`config.mk`:
```
export PLATFORM = sky130hd
export DESIGN_NAME = apple_bus_driver
export DESIGN_NICKNAME = d
export VERILOG_FILES = /design/src/rtl/apple_bus_driver.sv
export SDC_FILE = /design/constraint.sdc
export NUM_CORES = 1
export LEC_CHECK = 0
export ABC_AREA = 1
export BUFFER_PORTS_ARGS = -buffer_cell sky130_fd_sc_hd__buf_2
export CORE_MARGIN = 1.5
export CORE_UTILIZATION = 30
export CTS_BUF_LIST = sky130_fd_sc_hd__clkbuf_8
export CTS_CLUSTER_SIZE = 40
export DETAILED_ROUTE_END_ITERATION = 10
export GPL_TIMING_DRIVEN = 0
export SLEW_MARGIN = 25
export SYNTH_ARGS = -nofsm -noshare
export SYNTH_HDL_FRONTEND = slang
export SYNTH_SLANG_ARGS = --single-unit
```
`constraint.sdc`:
```
create_clock -name clk_logic_i -period 2.2 [get_ports clk_logic_i]
set_input_delay 0.22 -clock clk_logic_i [delete_from_list [all_inputs] [get_ports clk_logic_i]]
set_output_delay 0.22 -clock clk_logic_i [all_outputs]
set_load 0.02 [all_outputs]
```
`src/rtl/apple_bus_driver.sv`:
```
// Apple II slot-bus transmit side: claims reads of this slot's space, requests data from the responder
// and sequences transceiver dir/OE. Optional miss counter: APPLE_BUS_DRIVER_MISS_COUNT_EN.
module apple_bus_driver #(
    parameter int SLOT                 = 4,
    parameter bit ENABLE_EXPANSION_ROM = 1'b1,
    parameter int DRIVE_COUNT          = 4,
    parameter int HOLD_COUNT           = 2,
    parameter int DIR_GUARD            = 1
) (
    input  logic        clk_logic_i,
    input  logic        system_reset_n_i,
    input  logic        phi0_posedge_i,
    input  logic        phi0_negedge_i,
    input  logic        addr_strobe_i,
    input  logic [15:0] addr_i,
    input  logic        rw_n_i,
    output logic        rd_req_o,
    output logic [15:0] rd_addr_o,
    output logic [1:0]  rd_sel_o,
    input  logic        rd_ack_i,
    input  logic [7:0]  rd_data_i,
    output logic [7:0]  a2_d_o,
    output logic        a2_d_dir_o,
    output logic        a2_d_oe_n_o,
    output logic        expansion_en_o,
    output logic        miss_o
`ifdef APPLE_BUS_DRIVER_MISS_COUNT_EN
    ,
    output logic [15:0] miss_count_o
`endif
);

    typedef enum logic [2:0] {
        S_IDLE, S_WAIT_ACK, S_ARMED, S_DRIVE, S_HOLD, S_RELEASE
    } state_t;

    localparam logic [2:0] SLOT_B    = SLOT[2:0];
    localparam logic [5:0] DRIVE_AT  = 6'(DRIVE_COUNT);
    localparam logic [7:0] HOLD_LAST = 8'(HOLD_COUNT - 1);
    localparam logic [7:0] GRD_LAST  = 8'(DIR_GUARD - 1);

    state_t      state_q, state_d;
    logic [5:0]  phase_q, phase_d;
    logic        in_phi0_q, in_phi0_d;
    logic [7:0]  cnt_q, cnt_d;
    logic [7:0]  data_q, data_d;
    logic        req_q, req_d;
    logic [15:0] raddr_q, raddr_d;
    logic [1:0]  rsel_q, rsel_d;
    logic        exp_q, exp_d;
    logic        miss_q, miss_d;
    logic        dir_q, dir_d;
    logic        oe_n_q, oe_n_d;

    logic is_devsel, is_iosel, is_cfff, is_iostrobe, claim, deadline, drive_ok;

    always_comb begin
        is_devsel   = (addr_i[15:4] == {8'hC0, 1'b1, SLOT_B});
        is_iosel    = (addr_i[15:8] == {5'b11000, SLOT_B});
        is_cfff     = (addr_i == 16'hCFFF);
        is_iostrobe = ENABLE_EXPANSION_ROM && exp_q && (addr_i[15:11] == 5'b11001) && !is_cfff;
        claim       = is_devsel || is_iosel || is_iostrobe;
        // Phase count is stale during Phi1, so every phase comparison is gated by in_phi0_q.
        deadline    = in_phi0_q && (phase_q == DRIVE_AT);
        drive_ok    = in_phi0_q && (phase_q >= DRIVE_AT) && (cnt_q >= GRD_LAST);
    end

    always_comb begin
        state_d   = state_q;
        cnt_d     = (cnt_q == 8'hFF) ? cnt_q : cnt_q + 8'd1;
        data_d    = data_q;
        req_d     = 1'b0;
        raddr_d   = raddr_q;
        rsel_d    = rsel_q;
        exp_d     = exp_q;
        miss_d    = 1'b0;
        in_phi0_d = in_phi0_q;
        phase_d   = (phase_q == 6'd63) ? phase_q : phase_q + 6'd1;

        if (phi0_posedge_i) begin
            phase_d   = 6'd0;
            in_phi0_d = 1'b1;
        end else if (phi0_negedge_i) begin
            in_phi0_d = 1'b0;
        end

        if (addr_strobe_i) begin
            if (is_iosel)     exp_d = 1'b1;
            else if (is_cfff) exp_d = 1'b0;
        end

        case (state_q)
            S_IDLE: begin
                if (addr_strobe_i && rw_n_i && claim) begin
                    req_d   = 1'b1;
                    raddr_d = addr_i;
                    rsel_d  = is_devsel ? 2'd0 : (is_iosel ? 2'd1 : 2'd2);
                    state_d = S_WAIT_ACK;
                end
            end
            S_WAIT_ACK: begin
                if (rd_ack_i) begin
                    data_d  = rd_data_i;
                    cnt_d   = 8'd0;
                    state_d = S_ARMED;
                end else if (deadline) begin
                    miss_d  = 1'b1;
                    state_d = S_IDLE;
                end
            end
            S_ARMED: begin
                if (drive_ok) state_d = S_DRIVE;
            end
            S_DRIVE: begin
                if (phi0_negedge_i) begin
                    cnt_d   = 8'd0;
                    state_d = S_HOLD;
                end
            end
            S_HOLD: begin
                if (cnt_q == HOLD_LAST) begin
                    cnt_d   = 8'd0;
                    state_d = S_RELEASE;
                end
            end
            S_RELEASE: begin
                if (cnt_q == GRD_LAST) state_d = S_IDLE;
            end
            default: state_d = S_IDLE;
        endcase

        dir_d  = (state_d inside {S_ARMED, S_DRIVE, S_HOLD, S_RELEASE});
        oe_n_d = !(state_d inside {S_DRIVE, S_HOLD});
    end

    always_ff @(posedge clk_logic_i) begin
        if (!system_reset_n_i) begin
            state_q   <= S_IDLE;
            phase_q   <= 6'd63;
            in_phi0_q <= 1'b0;
            cnt_q     <= 8'd0;
            data_q    <= 8'd0;
            req_q     <= 1'b0;
            raddr_q   <= 16'd0;
            rsel_q    <= 2'd0;
            exp_q     <= 1'b0;
            miss_q    <= 1'b0;
            dir_q     <= 1'b0;
            oe_n_q    <= 1'b1;
        end else begin
            state_q   <= state_d;
            phase_q   <= phase_d;
            in_phi0_q <= in_phi0_d;
            cnt_q     <= cnt_d;
            data_q    <= data_d;
            req_q     <= req_d;
            raddr_q   <= raddr_d;
            rsel_q    <= rsel_d;
            exp_q     <= exp_d;
            miss_q    <= miss_d;
            dir_q     <= dir_d;
            oe_n_q    <= oe_n_d;
        end
    end

`ifdef APPLE_BUS_DRIVER_MISS_COUNT_EN
    logic [15:0] miss_cnt_q;
    always_ff @(posedge clk_logic_i) begin
        if (!system_reset_n_i)                     miss_cnt_q <= 16'd0;
        else if (miss_d && miss_cnt_q != 16'hFFFF) miss_cnt_q <= miss_cnt_q + 16'd1;
    end
    assign miss_count_o = miss_cnt_q;
`endif

    assign rd_req_o       = req_q;
    assign rd_addr_o      = raddr_q;
    assign rd_sel_o       = rsel_q;
    assign a2_d_o         = data_q;
    assign a2_d_dir_o     = dir_q;
    assign a2_d_oe_n_o    = oe_n_q;
    assign expansion_en_o = exp_q;
    assign miss_o         = miss_q;

endmodule

```
==> flow_metrics.tcl, run 1 <==
set metrics [dict create \
    hp-start "rd_ack_i" \
    die_h_um 90.0 \
    syn_to_final_growth_pct 23.6 \
    p_leak_nw 1.45 \
    place_ws_ns 0.681 \
    setup_ws_ns 0.670 \
    gr-total-overflow 0 \
    fillers 835 \
    cts_hold_repair.buffers 0 \
    worstHoldPathCells 2 \
    synth_area_per_cell_sq_um 6.88 \
    die_w_um 90.0 \
    syn_inst 330 \
    crit-reg2reg-launch "cnt_q[0]$_SDFF_PN0_" \
    outcome "completed" \
    dr.pass1.iters 4 \
    synth.net_count 366 \
    arrival_ns 1.77 \
    wl_per_cell_um 10.2 \
    cp_data_required_time_ns 2.44 \
    route.detailed.drc 0 \
    synth-edff-count 0 \
    ys_seq_area_share_pct 43.2 \
    antenna_found_initial 0 \
    cts_setup_buffers 0 \
    r2r_slack_ns 0.67 \
    cp-start-kind "register" \
    detail-route-antenna-nets 0 \
    hold_viol_final 0 \
    ys_top_cells_by_count "77 x nor2_1, 65 x nand2_1, 49 x dfxtp_1" \
    clkTransAtPathRegs_ns 0.10 \
    crit_type "reg -> reg" \
    max_freq_mhz 654 \
    cts_buffers 5 \
    drt_iter0_drc 95 \
    p_per_area_nw_per_um2 610 \
    ctsHtreeMaxLevel 2 \
    synth.most_common_cell "nor2_1" \
    hpwl_um 4050 \
    ir_worst_vdd_uv 336 \
    start_util_pct 31.1 \
    io_buffer_count 60 \
    reg2reg_depth 7 \
    gp_congestion 0.841 \
    period_needed_ns 1.53 \
    drt-total-wl_um 5080 \
    design.die.area_sq_um 8100 \
    cap_viol_max_count 0 \
    max_slew_margin_pct 70.1 \
    netlist_area_sq_um 2270 \
    holdPathEnd "miss_o$_SDFF_PP0_" \
    async_flop_share_pct 0 \
    via_per_inst 4.35 \
    fp-row-count 31 \
    cts.sinks 49 \
    post_cts_resized 0 \
    cts_buffer_depth 2 \
    n_antenna_cell 0 \
    ios 62 \
    setup-tns-final_ns 0 \
    r2r_end "cnt_q[2]$_SDFF_PN0_" \
    worstMarginPinSlew_ns 0.449 \
    cts_tree "yes" \
    grt_pass1_vias 2011 \
    root_buffer "clkbuf_8" \
    hold_class "in -> reg" \
    setup_viol 0 \
    ys_types 31 \
    grt.total_usage_pct 12.9 \
    period_share_pct 69.5 \
    synthFlopType "dfxtp_1" \
    ys.warnings.count 0 \
    drive_gt1_share_pct 21.6 \
    nets 433 \
    rsz0062_at_grt "false" \
    clock_latency_ns 0.30 \
    grt_pass1_wl_um 8760 \
    synth_seq_cells 49 \
    synth_top_area_share_pct 43.2 \
    yosysTopAreaCell "dfxtp_1" \
    dr_total_vias 2160 \
    fin_worst_skew_ns 0.0107 \
    coreArea_sq_um 7290 \
    power_mw 1.71 \
    crit_fanout 5 \
    grt_max_degree 17 \
    drv_slew 0 \
    end_kind "register" \
    synth.area.top_cells "dfxtp_1 43%, nor2_1 13%, nand2_1 11%, inv_1 7.4%, nand3_1 4.4%" \
]
report_power, final:
part | switching (mW) | internal, mW | total, mW | leakage [nW]
Sequential | 0.0176 | 0.904 | 0.922 | 0.398
Combinational | 0.0829 | 0.0594 | 0.142 | 0.992
Clock | 0.307 | 0.341 | 0.648 | 0.0585
Total | 0.407 | 1.30 | 1.71 | 1.45
flip-flops by register name, indices dropped and copies added (netlist names), 2 cells and up:
| register | flops |
|---|---|
| a2_d_o | 8 |
| cnt_q | 8 |
| rd_sel_o | 2 |
| rd_addr_o | 16 |
| phase_q | 6 |
| state_q | 3 |
per-stage QoR:
stage | util (%) | cell area [sq um] | std cells | hold slack, ns
6_report | 38.5 | 2810 | 497 | 0.120
3_3_place_gp | 37.0 | 2700 | 489 | 0.436
4_1_cts | 38.5 | 2810 | 497 | 0.112
2_1_floorplan | - | 2270 | 330 | 0.298
5_1_grt | 38.5 | 2810 | 497 | 0.122
3_5_place_dp | 37.0 | 2700 | 489 | 0.442
placed cells by master, fill, tap and decap left out, drive strengths merged:
cell type / synthesis / routed
nor2: 82 / 82
nand2: 69 / 69
buf: 4 / 64
dfxtp: 49 / 49
inv: 46 / 47
nand3: 21 / 21
o21ai: 17 / 17
a21oi: 9 / 9
nand4: 8 / 8
clkbuf: 2 / 7
ha: 5 / 5
a31oi: 4 / 4
nor3: 4 / 4
clkinv: 2 / 3
o31ai: 2 / 2
xor2: 2 / 2
nor4: 1 / 1
a21boi: 1 / 1
xnor2: 1 / 1
o211ai: 1 / 1
bufinv: 0 / 1
critical path, stage by stage (launching register included):
cell	delay, ns
dfxtp_1	0.39
ha_1	0.21
nand3_1	0.12
nor3_2	0.26
nand3_2	0.19
nand3_1	0.14
nand3_1	0.09
nor2_2	0.08
kinds of logic after synthesis:
| group | after synthesis | share of synthesized area, % |
|---|---|---|
| compound gates | 34 | 8.32 |
| xor+xnor | 3 | 1.16 |
| fa+ha+maj | 5 | 2.75 |
| buf+inv | 54 | 9.75 |
| flops | 49 | 43.2 |
| simple gates | 185 | 34.8 |
worst max path at each step:
stage	cells past startpoint	start	endpoint	slack, ns
after floorplan	7	cnt_q[0]$_SDFF_PN0_	cnt_q[2]$_SDFF_PN0_	0.88
after global placement	7	cnt_q[0]$_SDFF_PN0_	cnt_q[2]$_SDFF_PN0_	0.69
after detailed placement	7	cnt_q[0]$_SDFF_PN0_	cnt_q[2]$_SDFF_PN0_	0.68
after CTS	7	cnt_q[0]$_SDFF_PN0_	cnt_q[2]$_SDFF_PN0_	0.67
after global routing	7	state_q[0]$_SDFF_PN0_	a2_d_o[5]$_SDFFE_PN0P_	0.47
final	7	cnt_q[0]$_SDFF_PN0_	cnt_q[2]$_SDFF_PN0_	0.67
per-layer routing:
metal  GRT usage (%)  vias to the layer above  part of all wire [%]
li1                -                     1168                     -
met1            17.0                      933                    50
met2            21.0                       55                    44
met3            2.71                        4                   4.9
met4            3.97                        0                   1.2
met5               0                        -                     0
layout make-up:
type	count	area [sq um]	area share, %
flip-flops and latches	49	981	34.9
repair buffers	60	300	10.7
clock inverters	3	43.8	1.56
inverters	48	181	6.46
multi-input cells	227	1070	38.1
clock buffers	5	68.8	2.45
well taps	99	124	4.41
plain buffers	6	40.0	1.43
Power figures use the tool's default switching activity.
==> run 2, diff against run 1 <==
ABC_AREA = 0   (was 1)
clock period = 1.4 ns   (was 2.2 ns; I/O delays follow)
==> flow_metrics.tcl, run 2 <==
set metrics [dict create \
    rsz0062_at_grt "true" \
    hold_viol_final 0 \
    end_kind "register" \
    p_per_area_nw_per_um2 921 \
    dr.pass1.iters 4 \
    clock_latency_ns 0.30 \
    arrival_ns 1.87 \
    cap_viol_max_count 0 \
    synth_top_area_share_pct 44.6 \
    ys_top_cells_by_count "49 x dfxtp_1, 23 x nor2b_1, 22 x mux2i_1" \
    period_share_pct 117 \
    ios 62 \
    ys_types 46 \
    grt_max_degree 15 \
    hp-start "rd_data_i[0]" \
    setup-tns-final_ns -3.91 \
    dr_total_vias 1875 \
    crit_type "reg -> reg" \
    hpwl_um 3450 \
    cts_tree "yes" \
    yosysTopAreaCell "dfxtp_1" \
    antenna_found_initial 0 \
    cts_buffer_depth 2 \
    fp-row-count 31 \
    synth_top_family_by_area "simple AND/OR/NAND/NOR gates" \
    start_util_pct 30.6 \
    cts.sinks 49 \
    max_freq_mhz 610 \
    gr-total-overflow 0 \
    drt-total-wl_um 4760 \
    ir_worst_vdd_uv 561 \
    synth_xor_area_share_pct 1.99 \
    crit-reg2reg-launch "phase_q[5]$_SDFFE_PN1P_" \
    die_h_um 88.6 \
    wl_per_cell_um 11.7 \
    synth.most_common_cell "dfxtp_1" \
    synth_seq_cells 49 \
    grt_pass1_wl_um 7280 \
    yosys.area_share.simple_pct 26.3 \
    ys.warnings.count 0 \
    detail-route-antenna-nets 0 \
    setup_ws_ns -0.239 \
    period_needed_ns 1.64 \
    violations "setup timing" \
    r2r_slack_ns -0.24 \
    async_flop_share_pct 0 \
    cp-start-kind "register" \
    final_common_cell "buf_2" \
    r2r_end "a2_d_oe_n_o$_SDFF_PN1_" \
    root_buffer "clkbuf_8" \
    synth_area_per_cell_sq_um 9.64 \
    drt_iter0_drc 56 \
    ctsHtreeMaxLevel 2 \
    nets 343 \
    cts_buffers 5 \
    grt.total_usage_pct 12.2 \
    synth_fa_ha_area_share_pct 2.85 \
    synthFlopType "dfxtp_1" \
    clkTransAtPathRegs_ns 0.09 \
    final_cell_mix "61 x buf_2, 38 x dfxtp_1, 23 x nor2b_1, 22 x mux2i_1, 20 x nor2_1" \
    die_w_um 88.6 \
    route.detailed.drc 0 \
    design.die.area_sq_um 7850 \
    synth.area.top_cells "dfxtp_1 45%, mux2i_1 10%, nor2b_1 6.5%, nor2_1 3.4%, ha_1 2.8%" \
    max_slew_margin_pct 72.2 \
    grt_pass1_vias 1583 \
    synth_compound_area_share_pct 10.6 \
    gp_congestion 0.734 \
    fin_worst_skew_ns 0.00662 \
    holdPathEnd "a2_d_o[0]$_SDFFE_PN0P_" \
    syn_inst 228 \
    cts_hold_repair.buffers 0 \
    io_buffer_count 61 \
    drv_slew 0 \
    cp_data_required_time_ns 1.63 \
    n_antenna_cell 0 \
    crit_fanout 4 \
    p_leak_nw 1.20 \
    via_per_inst 4.61 \
    synth-edff-count 0 \
    syn_to_final_growth_pct 33.2 \
    netlist_area_sq_um 2200 \
    synthMuxAreaShare_pct 10.0 \
    coreArea_sq_um 7180 \
    drive_gt1_share_pct 36.0 \
    hold_class "in -> reg" \
    largest_reg_flops 16 \
    worstHoldPathCells 3 \
    setup_viol 28 \
    place_ws_ns -0.439 \
    ys_seq_area_share_pct 44.6 \
    synth.net_count 264 \
    outcome "finished with violations" \
    reg2reg_depth 5 \
    worstMarginPinSlew_ns 0.417 \
]
-- run 2: cell count changes in the layout (fill, tap and decap cells not counted), moves of 5 or more --
cell     delta
and3_1      +5
nand3_1    -15
and2_1      +5
o21a_1      +5
buf_4      +11
nor2_1     -57
inv_1      -37
nor2b_1    +23
nand2_1    -58
dfxtp_2     +7
mux2i_1    +22
dfxtp_1    -11
-- run 2: worst max-delay path by stage --
| stage | endpoint | startpoint | depth (start not counted) | slack (ns) |
|---|---|---|---|---|
| floorplan | rd_addr_o[10]$_SDFFE_PN0P_ | state_q[0]$_SDFF_PN0_ | 7 | -0.24 |
| global placement | rd_addr_o[7]$_SDFFE_PN0P_ | state_q[0]$_SDFF_PN0_ | 7 | -0.42 |
| detailed placement | rd_addr_o[9]$_SDFFE_PN0P_ | state_q[0]$_SDFF_PN0_ | 7 | -0.44 |
| CTS | rd_addr_o[9]$_SDFFE_PN0P_ | state_q[0]$_SDFF_PN0_ | 6 | -0.25 |
| global route | rd_addr_o[7]$_SDFFE_PN0P_ | state_q[1]$_SDFF_PN0_ | 6 | -0.30 |
| finish | a2_d_oe_n_o$_SDFF_PN1_ | phase_q[5]$_SDFFE_PN1P_ | 5 | -0.24 |
-- run 2: area by class of cell --
| class | instances | area (sq um) |
|---|---|---|
| tap | 99 | 124 |
| buffer | 7 | 45.0 |
| fill | 730 | 4250 |
| inverter | 8 | 30.0 |
| multi-input combinational | 163 | 1200 |
| clock inverter | 2 | 33.8 |
| timing repair buffer | 73 | 403 |
| sequential | 49 | 1000 |
| clock buffer | 6 | 82.6 |
-- run 2: worst max-delay path, cell delays in order (launching register included) --
cell,delay (ns)
dfxtp_4,0.36
or4_4,0.52
nand4b_1,0.12
a21oi_2,0.07
a211oi_2,0.27
mux2i_1,0.23
-- run 2: through the flow --
| step | instance area (sq um) | hold slack [ns] | power, mW | std cells | util, % |
|---|---|---|---|---|---|
| 2_1_floorplan | 2210 | 0.235 | 1.59 | 228 | - |
| 3_3_place_gp | 2640 | 0.400 | 1.68 | 388 | 36.8 |
| 3_5_place_dp | 2640 | 0.407 | 1.68 | 388 | 36.8 |
| 4_1_cts | 2880 | 0.0865 | 2.74 | 405 | 40.1 |
| 5_1_grt | 2930 | 0.0958 | 2.84 | 407 | 40.8 |
| 6_report | 2930 | 0.0970 | 2.70 | 407 | 40.8 |
-- run 2: per-layer routing --
metal	GRT usage [%]	vias up	wire length (um)
li1	-	967	-
met1	15.2	860	2280
met2	19.9	43	2170
met3	4.20	5	264
met4	3.55	0	47
met5	0	-	0
-- run 2: logic make-up after synthesis --
group / count (synthesis)
mux: 22
flops: 49
xor+xnor: 5
simple gates: 97
compound gates: 34
fa+ha+maj: 5
buf+inv: 16
-- run 2: timing repair --
item | in CTS | in global routing
buffers inserted | 10 | 2
pin swaps | 17 | 8
resized for setup | 16 | 12
setup endpoints to repair | 37 | 39
-- run 2: power breakdown --
| part | switching [mW] | total (mW) | internal, mW | leakage (nW) |
|---|---|---|---|---|
| sequential | 0.0345 | 1.45 | 1.42 | 0.401 |
| clock | 0.453 | 1.03 | 0.575 | 0.0626 |
| combinational | 0.106 | 0.215 | 0.109 | 0.732 |
| total | 0.594 | 2.70 | 2.10 | 1.20 |
==> run 3, diff against run 2 <==
CTS_BUF_LIST = unset   (was sky130_fd_sc_hd__clkbuf_8)
==> flow_metrics.tcl, run 3 (synthesis gave the netlist of run 2 again) <==
set metrics [dict create \
    rsz0062_at_grt "true" \
    root_buffer "clkbuf_8" \
    worstMarginPinSlew_ns 0.417 \
    cts_buffer_depth 2 \
    drv_slew 0 \
    period_needed_ns 1.64 \
    hp-start "rd_data_i[0]" \
    detail-route-antenna-nets 0 \
    crit_path_start "phase_q[5]$_SDFFE_PN1P_" \
    setup_ws_ns -0.238 \
    cts_hold_repair.buffers 0 \
    p_per_area_nw_per_um2 923 \
    largest_reg_flops 16 \
    drive_gt1_share_pct 36.0 \
    nets 343 \
    drt-total-wl_um 4770 \
    ios 62 \
    cp_num_buf_inv 0 \
    drt_iter0_drc 56 \
    dp_cells 388 \
    stdcell_count 407 \
    cts_buffers 5 \
    setup_viol 28 \
    route.detailed.drc 0 \
    wl_per_cell_um 11.7 \
    grt_pass1_vias 1583 \
    cp_data_required_time_ns 1.63 \
    r2r_slack_ns -0.24 \
    setup-tns-final_ns -3.91 \
    fin_worst_skew_ns 0.00641 \
    grt.total_usage_pct 12.2 \
    die_w_um 88.6 \
    cap_viol_max_count 0 \
    power_mw 2.70 \
    gp_congestion 0.734 \
    outcome "finished with violations" \
    cts.sinks 49 \
    io_buffer_count 61 \
    arrival_ns 1.87 \
    dr.pass1.iters 4 \
    start_util_pct 30.6 \
    ctsHtreeMaxLevel 2 \
    cp_top_family "simple AND/OR/NAND/NOR gates" \
    die_h_um 88.6 \
    max_slew_margin_pct 72.2 \
    final_cell_mix "61 x buf_2, 38 x dfxtp_1, 23 x nor2b_1, 22 x mux2i_1, 20 x nor2_1" \
    placed_area_sq_um 2640 \
    whs_ns 0.0970 \
    via_per_inst 4.61 \
    p_leak_nw 1.19 \
    r2r_end "a2_d_oe_n_o$_SDFF_PN1_" \
    worstHoldPathCells 3 \
    slowest_delay_ns 0.52 \
    design.die.area_sq_um 7850 \
    max_freq_mhz 610 \
    grt_max_degree 15 \
    fp-row-count 31 \
    final_common_cell "buf_2" \
    cp-start-kind "register" \
    hpwl_um 3450 \
    clock_latency_ns 0.30 \
    clkTransAtPathRegs_ns 0.09 \
    hold_class "in -> reg" \
    slowest_stage "or4_4" \
    holdPathEnd "a2_d_o[0]$_SDFFE_PN0P_" \
    hold_viol_final 0 \
    period_share_pct 117 \
    path_cells "or4_4, nand4b_1, a21oi_2, a211oi_2, mux2i_1" \
    gr-total-overflow 0 \
    coreArea_sq_um 7180 \
    antenna_found_initial 0 \
    violations "setup timing" \
    crit-reg2reg-launch "phase_q[5]$_SDFFE_PN1P_" \
    crit_fanout 4 \
    stdcell_area_sq_um 2930 \
    end_kind "register" \
    place_ws_ns -0.439 \
    crit_type "reg -> reg" \
    dr_total_vias 1875 \
    fin_util_pct 40.8 \
    ir_worst_vdd_uv 561 \
    fillers 730 \
    reg2reg_depth 5 \
    grt_pass1_wl_um 7280 \
    cts_tree "yes" \
    syn_to_final_growth_pct 33.2 \
    n_antenna_cell 0 \
]
run 3: cell types whose count changed in the layout (fill, tap and decap cells not counted), sizes merged:
cell	delta
inv	-1
clkbuf	+1
run 3: how the worst max path moves through the flow:
| stage | end | slack, ns | depth (start not counted) |
|---|---|---|---|
| 5_1_grt | rd_addr_o[7]$_SDFFE_PN0P_ | -0.30 | 6 |
| 6_report | a2_d_oe_n_o$_SDFF_PN1_ | -0.24 | 5 |
| 4_1_cts | rd_addr_o[9]$_SDFFE_PN0P_ | -0.25 | 6 |
| 2_1_floorplan | rd_addr_o[10]$_SDFFE_PN0P_ | -0.24 | 7 |
| 3_3_place_gp | rd_addr_o[7]$_SDFFE_PN0P_ | -0.42 | 7 |
| 3_5_place_dp | rd_addr_o[9]$_SDFFE_PN0P_ | -0.44 | 7 |
run 3: area by class of cell:
| type | count | area (sq um) | area share (%) |
|---|---|---|---|
| clock buffer | 7 | 86.3 | 2.95 |
| timing repair buffer | 73 | 403 | 13.8 |
| multi-input combinational | 163 | 1200 | 41.2 |
| buffer | 7 | 45.0 | 1.54 |
| tap | 99 | 124 | 4.23 |
| sequential | 49 | 1000 | 34.3 |
| clock inverter | 1 | 30.0 | 1.03 |
| inverter | 8 | 30.0 | 1.03 |
run 3: power by group:
group	switching (mW)	internal [mW]	total, mW	leakage [nW]
combinational	0.106	0.109	0.215	0.732
sequential	0.0345	1.42	1.45	0.401
clock	0.453	0.582	1.04	0.0585
total	0.593	2.11	2.70	1.19
run 3: repair_timing:
action | CTS | global route
pin swaps | 17 | 8
resized for setup | 16 | 12
setup buffers | 10 | 2
setup endpoints to repair | 37 | 39
run 3: worst reg2reg max path, stage by stage, from the launching register on:
cell and delay, ns:
dfxtp_4 0.36, or4_4 0.52, nand4b_1 0.12, a21oi_2 0.07, a211oi_2 0.27, mux2i_1 0.23
run 3: layer usage:
metal | wire length (um) | global-route usage, % | up-vias
li1 | - | - | 967
met1 | 2280 | 15.2 | 860
met2 | 2170 | 19.9 | 43
met3 | 264 | 4.20 | 5
met4 | 47 | 3.55 | 0
met5 | 0 | 0 | -
